--- src/rtl/booth_mul_ctrl.sv ---
// Iterative radix-4 Booth multiplier sequencer (MUL/MULH/MULHSU/MULHU/MULW).
// Define MUL_EARLY_OUT_EN to finish as soon as all remaining Booth digits are zero.
module booth_mul_ctrl #(
    parameter int unsigned XLEN   = 64,
    parameter int unsigned ITER_D = 33,
    parameter int unsigned ITER_W = 17
) (
    input  logic            clock,
    input  logic            reset,
    input  logic            io_in_valid,
    output logic            io_in_ready,
    input  logic [1:0]      io_in_op,
    input  logic            io_in_word,
    input  logic [XLEN-1:0] io_src1,
    input  logic [XLEN-1:0] io_src2,
    input  logic            io_flush,
    output logic            io_out_valid,
    input  logic            io_out_ready,
    output logic [XLEN-1:0] io_result,
    output logic            io_busy
);

    localparam int unsigned AccW = 2 * XLEN;
    localparam int unsigned MplW = XLEN + 3;
    localparam int unsigned CntW = $clog2(ITER_D + 1);

    typedef enum logic [1:0] {
        StIdle,
        StBusy,
        StDone
    } state_e;

    state_e              state_q, state_d;
    logic [AccW-1:0]     acc_q, acc_d;
    // Multiplicand kept at accumulator width: bits above 2^128 never reach the sum.
    logic [AccW-1:0]     m_q, m_d;
    logic [MplW-1:0]     mpl_q, mpl_d;
    logic [CntW-1:0]     cnt_q, cnt_d;
    logic [1:0]          op_q, op_d;
    logic                word_q, word_d;

    logic                src1_signed, src2_signed;
    logic [AccW-1:0]     m_init;
    logic [MplW-1:0]     mpl_init;
    logic [AccW-1:0]     pp;
    logic                cin;
    logic [AccW-1:0]     acc_sum;
    logic [MplW-1:0]     mpl_shift;
    logic                early_done;
    logic [XLEN-1:0]     result_sel;

    always_comb begin
        src1_signed = io_in_word | (io_in_op != 2'b11);
        src2_signed = io_in_word | (io_in_op == 2'b00) | (io_in_op == 2'b01);
        if (io_in_word) begin
            m_init   = {{(AccW-32){io_src1[31]}}, io_src1[31:0]};
            mpl_init = {{(MplW-33){io_src2[31]}}, io_src2[31:0], 1'b0};
        end else begin
            m_init   = {{(AccW-XLEN){src1_signed & io_src1[XLEN-1]}}, io_src1};
            mpl_init = {{2{src2_signed & io_src2[XLEN-1]}}, io_src2, 1'b0};
        end
    end

    // Booth digit from {y[i+1], y[i], y[i-1]}; negation is ~pp with carry-in.
    always_comb begin
        pp  = '0;
        cin = 1'b0;
        unique case (mpl_q[2:0])
            3'b001, 3'b010: pp = m_q;
            3'b011:         pp = {m_q[AccW-2:0], 1'b0};
            3'b100: begin
                pp  = ~{m_q[AccW-2:0], 1'b0};
                cin = 1'b1;
            end
            3'b101, 3'b110: begin
                pp  = ~m_q;
                cin = 1'b1;
            end
            default: pp = '0;
        endcase
        acc_sum   = acc_q + pp + AccW'(cin);
        mpl_shift = {{2{mpl_q[MplW-1]}}, mpl_q[MplW-1:2]};
    end

`ifdef MUL_EARLY_OUT_EN
    assign early_done = (mpl_shift == '0) || (&mpl_shift);
`else
    assign early_done = 1'b0;
`endif

    always_comb begin
        state_d = state_q;
        acc_d   = acc_q;
        m_d     = m_q;
        mpl_d   = mpl_q;
        cnt_d   = cnt_q;
        op_d    = op_q;
        word_d  = word_q;
        unique case (state_q)
            StIdle: begin
                if (io_in_valid && !io_flush) begin
                    state_d = StBusy;
                    acc_d   = '0;
                    m_d     = m_init;
                    mpl_d   = mpl_init;
                    cnt_d   = io_in_word ? CntW'(ITER_W) : CntW'(ITER_D);
                    op_d    = io_in_op;
                    word_d  = io_in_word;
                end
            end
            StBusy: begin
                if (io_flush) begin
                    state_d = StIdle;
                end else begin
                    acc_d = acc_sum;
                    m_d   = {m_q[AccW-3:0], 2'b00};
                    mpl_d = mpl_shift;
                    cnt_d = cnt_q - CntW'(1);
                    if (cnt_q == CntW'(1) || early_done) begin
                        state_d = StDone;
                    end
                end
            end
            StDone: begin
                if (io_flush || io_out_ready) begin
                    state_d = StIdle;
                end
            end
            default: state_d = StIdle;
        endcase
    end

    always_ff @(posedge clock or negedge reset) begin
        if (!reset) begin
            state_q <= StIdle;
            acc_q   <= '0;
            m_q     <= '0;
            mpl_q   <= '0;
            cnt_q   <= '0;
            op_q    <= 2'b00;
            word_q  <= 1'b0;
        end else begin
            state_q <= state_d;
            acc_q   <= acc_d;
            m_q     <= m_d;
            mpl_q   <= mpl_d;
            cnt_q   <= cnt_d;
            op_q    <= op_d;
            word_q  <= word_d;
        end
    end

    always_comb begin
        if (word_q) begin
            result_sel = {{(XLEN-32){acc_q[31]}}, acc_q[31:0]};
        end else if (op_q == 2'b00) begin
            result_sel = acc_q[XLEN-1:0];
        end else begin
            result_sel = acc_q[AccW-1:XLEN];
        end
    end

    assign io_in_ready  = (state_q == StIdle);
    assign io_out_valid = (state_q == StDone);
    assign io_result    = (state_q == StDone) ? result_sel : '0;
    assign io_busy      = (state_q != StIdle);

endmodule

--- config.mk ---
export PLATFORM = sky130hd
export DESIGN_NAME = booth_mul_ctrl
export DESIGN_NICKNAME = d
export VERILOG_FILES = /design/src/rtl/booth_mul_ctrl.sv
export SDC_FILE = /design/constraint.sdc
export NUM_CORES = 1
export LEC_CHECK = 0
export ABC_AREA = 1
export CORE_MARGIN = 5
export CORE_UTILIZATION = 50
export DETAILED_ROUTE_END_ITERATION = 10
export DONT_BUFFER_PORTS = 1
export SETUP_SLACK_MARGIN = 0.3
export SLEW_MARGIN = 40
export SYNTH_ARGS = -nofsm -noshare
export SYNTH_HDL_FRONTEND = slang
export SYNTH_SLANG_ARGS = --single-unit
--- constraint.sdc ---
create_clock -name clock -period 4.95 [get_ports clock]
set_clock_uncertainty 0.1 [all_clocks]
set_input_delay 0.7425 -clock clock [delete_from_list [all_inputs] [get_ports clock]]
set_output_delay 0.7425 -clock clock [all_outputs]
set_load 0.01 [all_outputs]
Word-level counts from Yosys, hierarchy flattened
Cells that the tools add are included.

word-level totals
  flip-flop bits (word level) = 334
  input port bits = 136
  output and inout bits = 67
  logic and storage cells = 74

cells by class
  add/sub/neg operators = 3
  eq/ne operators = 15
  mux-type cells = 25
  bitwise logic cells = 8
  reduce and logical (&&, ||, !) cells = 15

operators by type and width
  operator                                               count
  two-way mux 128 bit                                    5
  one-hot mux 128 bit (2 select lines)                   2
  one-hot mux 128 bit (4 select lines)                   1
  inverter 128 bit                                       2
  two-way mux 64 bit                                     3
  two-way mux 67 bit                                     2
  one-hot mux 67 bit (2 select lines)                    1
  adder 128 x 1 -> 128 bit                               1
  adder 128 bit                                          1
  two-way mux 66 bit                                     1
  two-way mux 6 bit                                      3
  one-hot mux 6 bit (2 select lines)                     1
  equality test 3 bit, second input constant             3
  AND reduction 3 bit                                    3
  two-way mux 2 bit                                      4
  equality test 3 x 2 -> 1 bit, second input constant    2
  equality test 6 x 1 -> 1 bit, second input constant    1
  zero test 2 bit                                        3
  one-hot mux 2 bit (3 select lines)                     1
  subtractor 6 x 1 -> 6 bit, second input constant       1
  equality test 2 x 1 -> 1 bit, second input constant    2
  inequality test 2 x 1 -> 1 bit, second input constant  2
  inequality test 2 bit, second input constant           2
  nonzero test 2 bit                                     2
  other kinds (13)                                       17

Depth between registers and ports, before layout
  depth in word-level cells = 7
  mapped depth = 26
  mapped depth without buffers = 24

Worst setup path after synthesis
OpenSTA, ideal clock, no wires.

  path kind = register to register
  start point = register mpl_q[2]
  end point = register acc_q[124]
  library setup time = 0.117 ns
  arrival = 2.935 ns
  data required time = 4.733 ns
  path slack = 1.798 ns
  stages on the path, launching flop included = 19
  buffers on the path = 2
  clock period less this slack = 3.152 ns
  path through = dfrtp_1 nand2_1 buf_2 clkbuf_1 o211ai_1 fa_1 fa_1 nand3_1 nand3_1 nand3_1 nand3_1 nand2_1 nand2_1 nand2_1 nand2_2 nand2_1 nand3_1 nand3_1 nand2_1

between the ends
  cells in the longest elaborated chain, start to end = 7
  elaborated cells on any way between the ends = 15
  classes of those cells = add/sub: 2; eq/ne: 6; mux: 4; reduce/logical: 3

RTL lines
  item                                         line  RTL
  from (decl)                                  37    logic [MplW-1:0] mpl_q, mpl_d;
  from (signal assigned)                       146   mpl_q <= mpl_d;
  equality test 3 bit (tied with other cells)  68    unique case (mpl_q[2:0])
  OR reduction 2 bit                           68
  one-hot mux 128 bit (4 select lines)         68
  adder 128 bit                                81    acc_sum = acc_q + pp + AccW'(cin);
  adder 128 x 1 -> 128 bit (*)                 81
  two-way mux 128 bit (*)                      112   if (io_flush) begin
  one-hot mux 128 bit (2 select lines) (*)     99    unique case (state_q)
  to (signal assigned)                         136   acc_q <= '0;
  to (signal assigned)                         144   acc_q <= acc_d;
  to (decl)                                    34    logic [AccW-1:0] acc_q, acc_d;

Every way passes the cells marked *; elsewhere a longest branch is shown, timed or not. The select of a mux whose other input is x is not followed.
A chain may end at the register's enable or synchronous reset.

Final worst setup path
  start point = register mpl_q[0]
  end point = register acc_q[115]

Same word-level chain as after synthesis.

==> run_results.csv <==
group,metric,value,unit
cells_and_area,multi_input_area,0.0183,mm^2
cells_and_area,final_util,54.1,%
synthesis,synthAdderAreaFrac,5.28,%
clock_tree,cts_tree,"yes",
cells_and_area,fin_nets,5465,
synthesis,synth_cell_type_count,39,
synthesis,synth_warnings,0,
synthesis,synth_compound_area_share,18.8,%
clock_tree,numCtsBuffers,42,
synthesis,synth.area.mux_share,0,%
run_status,violations,"hold timing",
synthesis,synth_area,0.0311,mm^2
global_route,grt_pass1_vias,30800,
sta,setup_violations,0,
synthesis,synth_xor_area_share,0.0564,%
cells_and_area,fill_cells,6595,
sta,final-max-slew-violation-count,0,
sta,fmax,220,MHz
cells_and_area,stdcell_area,0.0333,mm^2
sta,tightest_slew,1030,ps
die,design.die.area,0.0673,mm^2
drt,dr.pass1.iters,7,
die,start_util,50.5,%
worst_setup_path,critPathArrivalTime,4930,ps
synthesis,async_flop_share,100,%
sta,period_needed,4540,ps
worst_setup_path,worstSetupPathType,"flop to flop",
sta,setup_tns,0,ps
run,drv_cap,0,
synthesis,synthTopCellsByArea,"dfrtp_1 (27%), nand2_1 (24%), inv_1 (12%)",
worst_setup_path,worstSetupStartpointType,"flop",
sta,holdWs,-263,ps
synthesis,synth_seq_cells,334,
clock_tree,clock_sinks,334,
synthesis,yosys.area_share.simple,34.4,%
cells_and_area,register_area,0.00836,mm^2
synthesis,syn_area_per_cell,5.86,um^2
drt,wire_per_inst,21.1,um
die,core,0.0616,mm^2
die,die_h,259,um
place,gp_congestion,1.10,
place,post_dp_cell_area,0.0318,mm^2
run_status,status,"finished, violations left",
clock_tree,clk_latency,620,ps
synthesis,ys_seq_area_share,26.9,%
clock_tree,clk_pin_slew_worst_paths,70,ps
sta,slew-limit-headroom,31.2,%
global_route,grt_start_max_net_pins,335,
synthesis,synth_top_family_by_area,"simple AND/OR/NAND/NOR gates",
cells_and_area,area_growth,7.12,%
synthesis,synth_top_cell_area_share,26.9,%
drt,viasPerCell,5.58,
drt,vias,33900,
sta,fin_crit_sh,91.7,%
cells_and_area,final_common_cell,"nand2_1",
synthesis,synth_fp_nets,5567,
clock_tree,htree_levels,2,
drt,drc_errors,0,
hold_path,hold_class,"input port to asynchronous set/reset pin",
global_route,grt_pass1_wl,189,mm
synthesis,synth_ff_type,"dfrtp_1",
clock_tree,clockBufferDepth,3,
die,io_pins,203,
drt,finalWirelength,128,mm
worst_setup_path,cp.required,5340,ps
place,post-dp-hpwl,99.2,mm
cells_and_area,drive_gt1_share,4.59,%
synthesis,synth_edf_count,0,
global_route,overflow,0,
worst_setup_path,worstSetupEndpointType,"flop",
worst_setup_path,crit_fanout,50,
synthesis,netlist_instances,5301,
die,core.rowCount,91,
global_route,grt_usage,36.5,%
sta,hold_violations,334,
synthesis,synth_top_cell_by_area,"dfrtp_1",
global_route,antenna_found_initial,1,
cells_and_area,most-common-layout-cells,"nand2_1 (2,001), inv_1 (972), nor2_1 (385), dfrtp_1 (334), o21ai_0 (311)",
drt,first_iter_violations,4156,
clock_tree,root_buffer,"clkbuf_16",
die,die-width,259,um
sta,rsz0062_at_grt,"false",
place,portBuffers,0,
drt,postRouteAntennaNets,0,
==> final timing paths <==
kind,start,endpoint,slack (ps),cells after the start
max,mpl_q[0],acc_q[115],410,19
min,reset,mpl_q[46],-260,0
max reg2reg,mpl_q[0],acc_q[115],410,19
min reg2reg,mpl_q[66],mpl_q[66],390,2
max in group asynchronous,reset,acc_q[115],4160,0
min in group clock,io_src1[0],m_q[0],150,2
==> per-stage QoR <==
| step | cells | setup WS (ps) |
|---|---|---|
| after floorplan | 5301 | 1800 |
| after global placement | 5987 | 621 |
| after detailed placement | 5987 | 661 |
| after CTS | 6064 | 632 |
| after global routing | 6069 | 336 |
| final | 6071 | 408 |
==> what timing repair did <==
item,in CTS,in global routing
gates resized for setup,0,7
hold endpoints to repair,334,334
setup buffers,0,3
setup endpoints to repair,0,2
==> cell families after synthesis <==
logic type | after synthesis
fa+ha+maj | 130
flops | 334
xor+xnor | 2
simple gates | 2681
buf+inv | 1191
compound gates | 963
==> cells in the mapped netlist (2+ instances only) <==
library cell  count
o22ai_1          71
nand2_1        2006
o221ai_1         60
o211ai_1        139
clkbuf_1        126
nand3_2          14
nand3_1         148
nor3_1           13
o21ai_1          11
a22oi_1           5
clkinv_1          5
nand4_1          19
nor2_4            5
o21a_1            4
nand2_2          22
buf_2            47
inv_2            22
nor3_2           12
a22o_1            2
a21oi_1         208
buf_4             2
o21bai_1         11
o21ai_0         311
inv_1           975
buf_1            14
dfrtp_1         334
and2_1            7
xor2_1            2
ha_1            128
a221oi_1         40
a31oi_1          98
fa_1              2
nor2_2           42
nor2_1          391
==> sequential cells by signal (all words and copies together), names as in the netlist <==
register and flops:
mpl_q 67, acc_q 128, op_q 2, state_q 2, m_q 128, cnt_q 6
word_q 1
==> critical path, stage by stage, from the launching register on <==
cell and delay, ps:
dfrtp_1 440, nand2_2 220, inv_1 120, nor3_4 260, buf_4 210, clkbuf_8 450, o21ai_0 160, o211ai_1 130
ha_1 290, nand2_2 170, nor2_1 340, nand2_1 270, nor2_1 200, inv_1 120, nor3_1 180, nand2_1 120
nand2_1 210, nand2_1 210, nand3_1 120, nand2_1 50
==> cell type report <==
class / instances / area share (%)
Antenna cell: 2 / 0.0150
Clock buffer: 65 / 3.69
Clock inverter: 12 / 0.492
Inverter: 1002 / 11.4
Multi-Input combinational cell: 3777 / 54.9
Sequential cell: 334 / 25.1
Tap cell: 837 / 3.15
Timing Repair Buffer: 42 / 1.28
==> metal layers <==
| layer | GRT usage, % | part of all wire [%] | up-vias |
|---|---|---|---|
| li1 | - | - | 16500 |
| met1 | 55.4 | 45 | 15500 |
| met2 | 51.9 | 40 | 1604 |
| met3 | 6.49 | 10 | 253 |
| met4 | 12.6 | 4.5 | 0 |
| met5 | 0 | 0 | - |
Power is left out: the tool's default activity adds up to more than one toggle a clock period on the data nets, which glitch-free logic cannot reach.
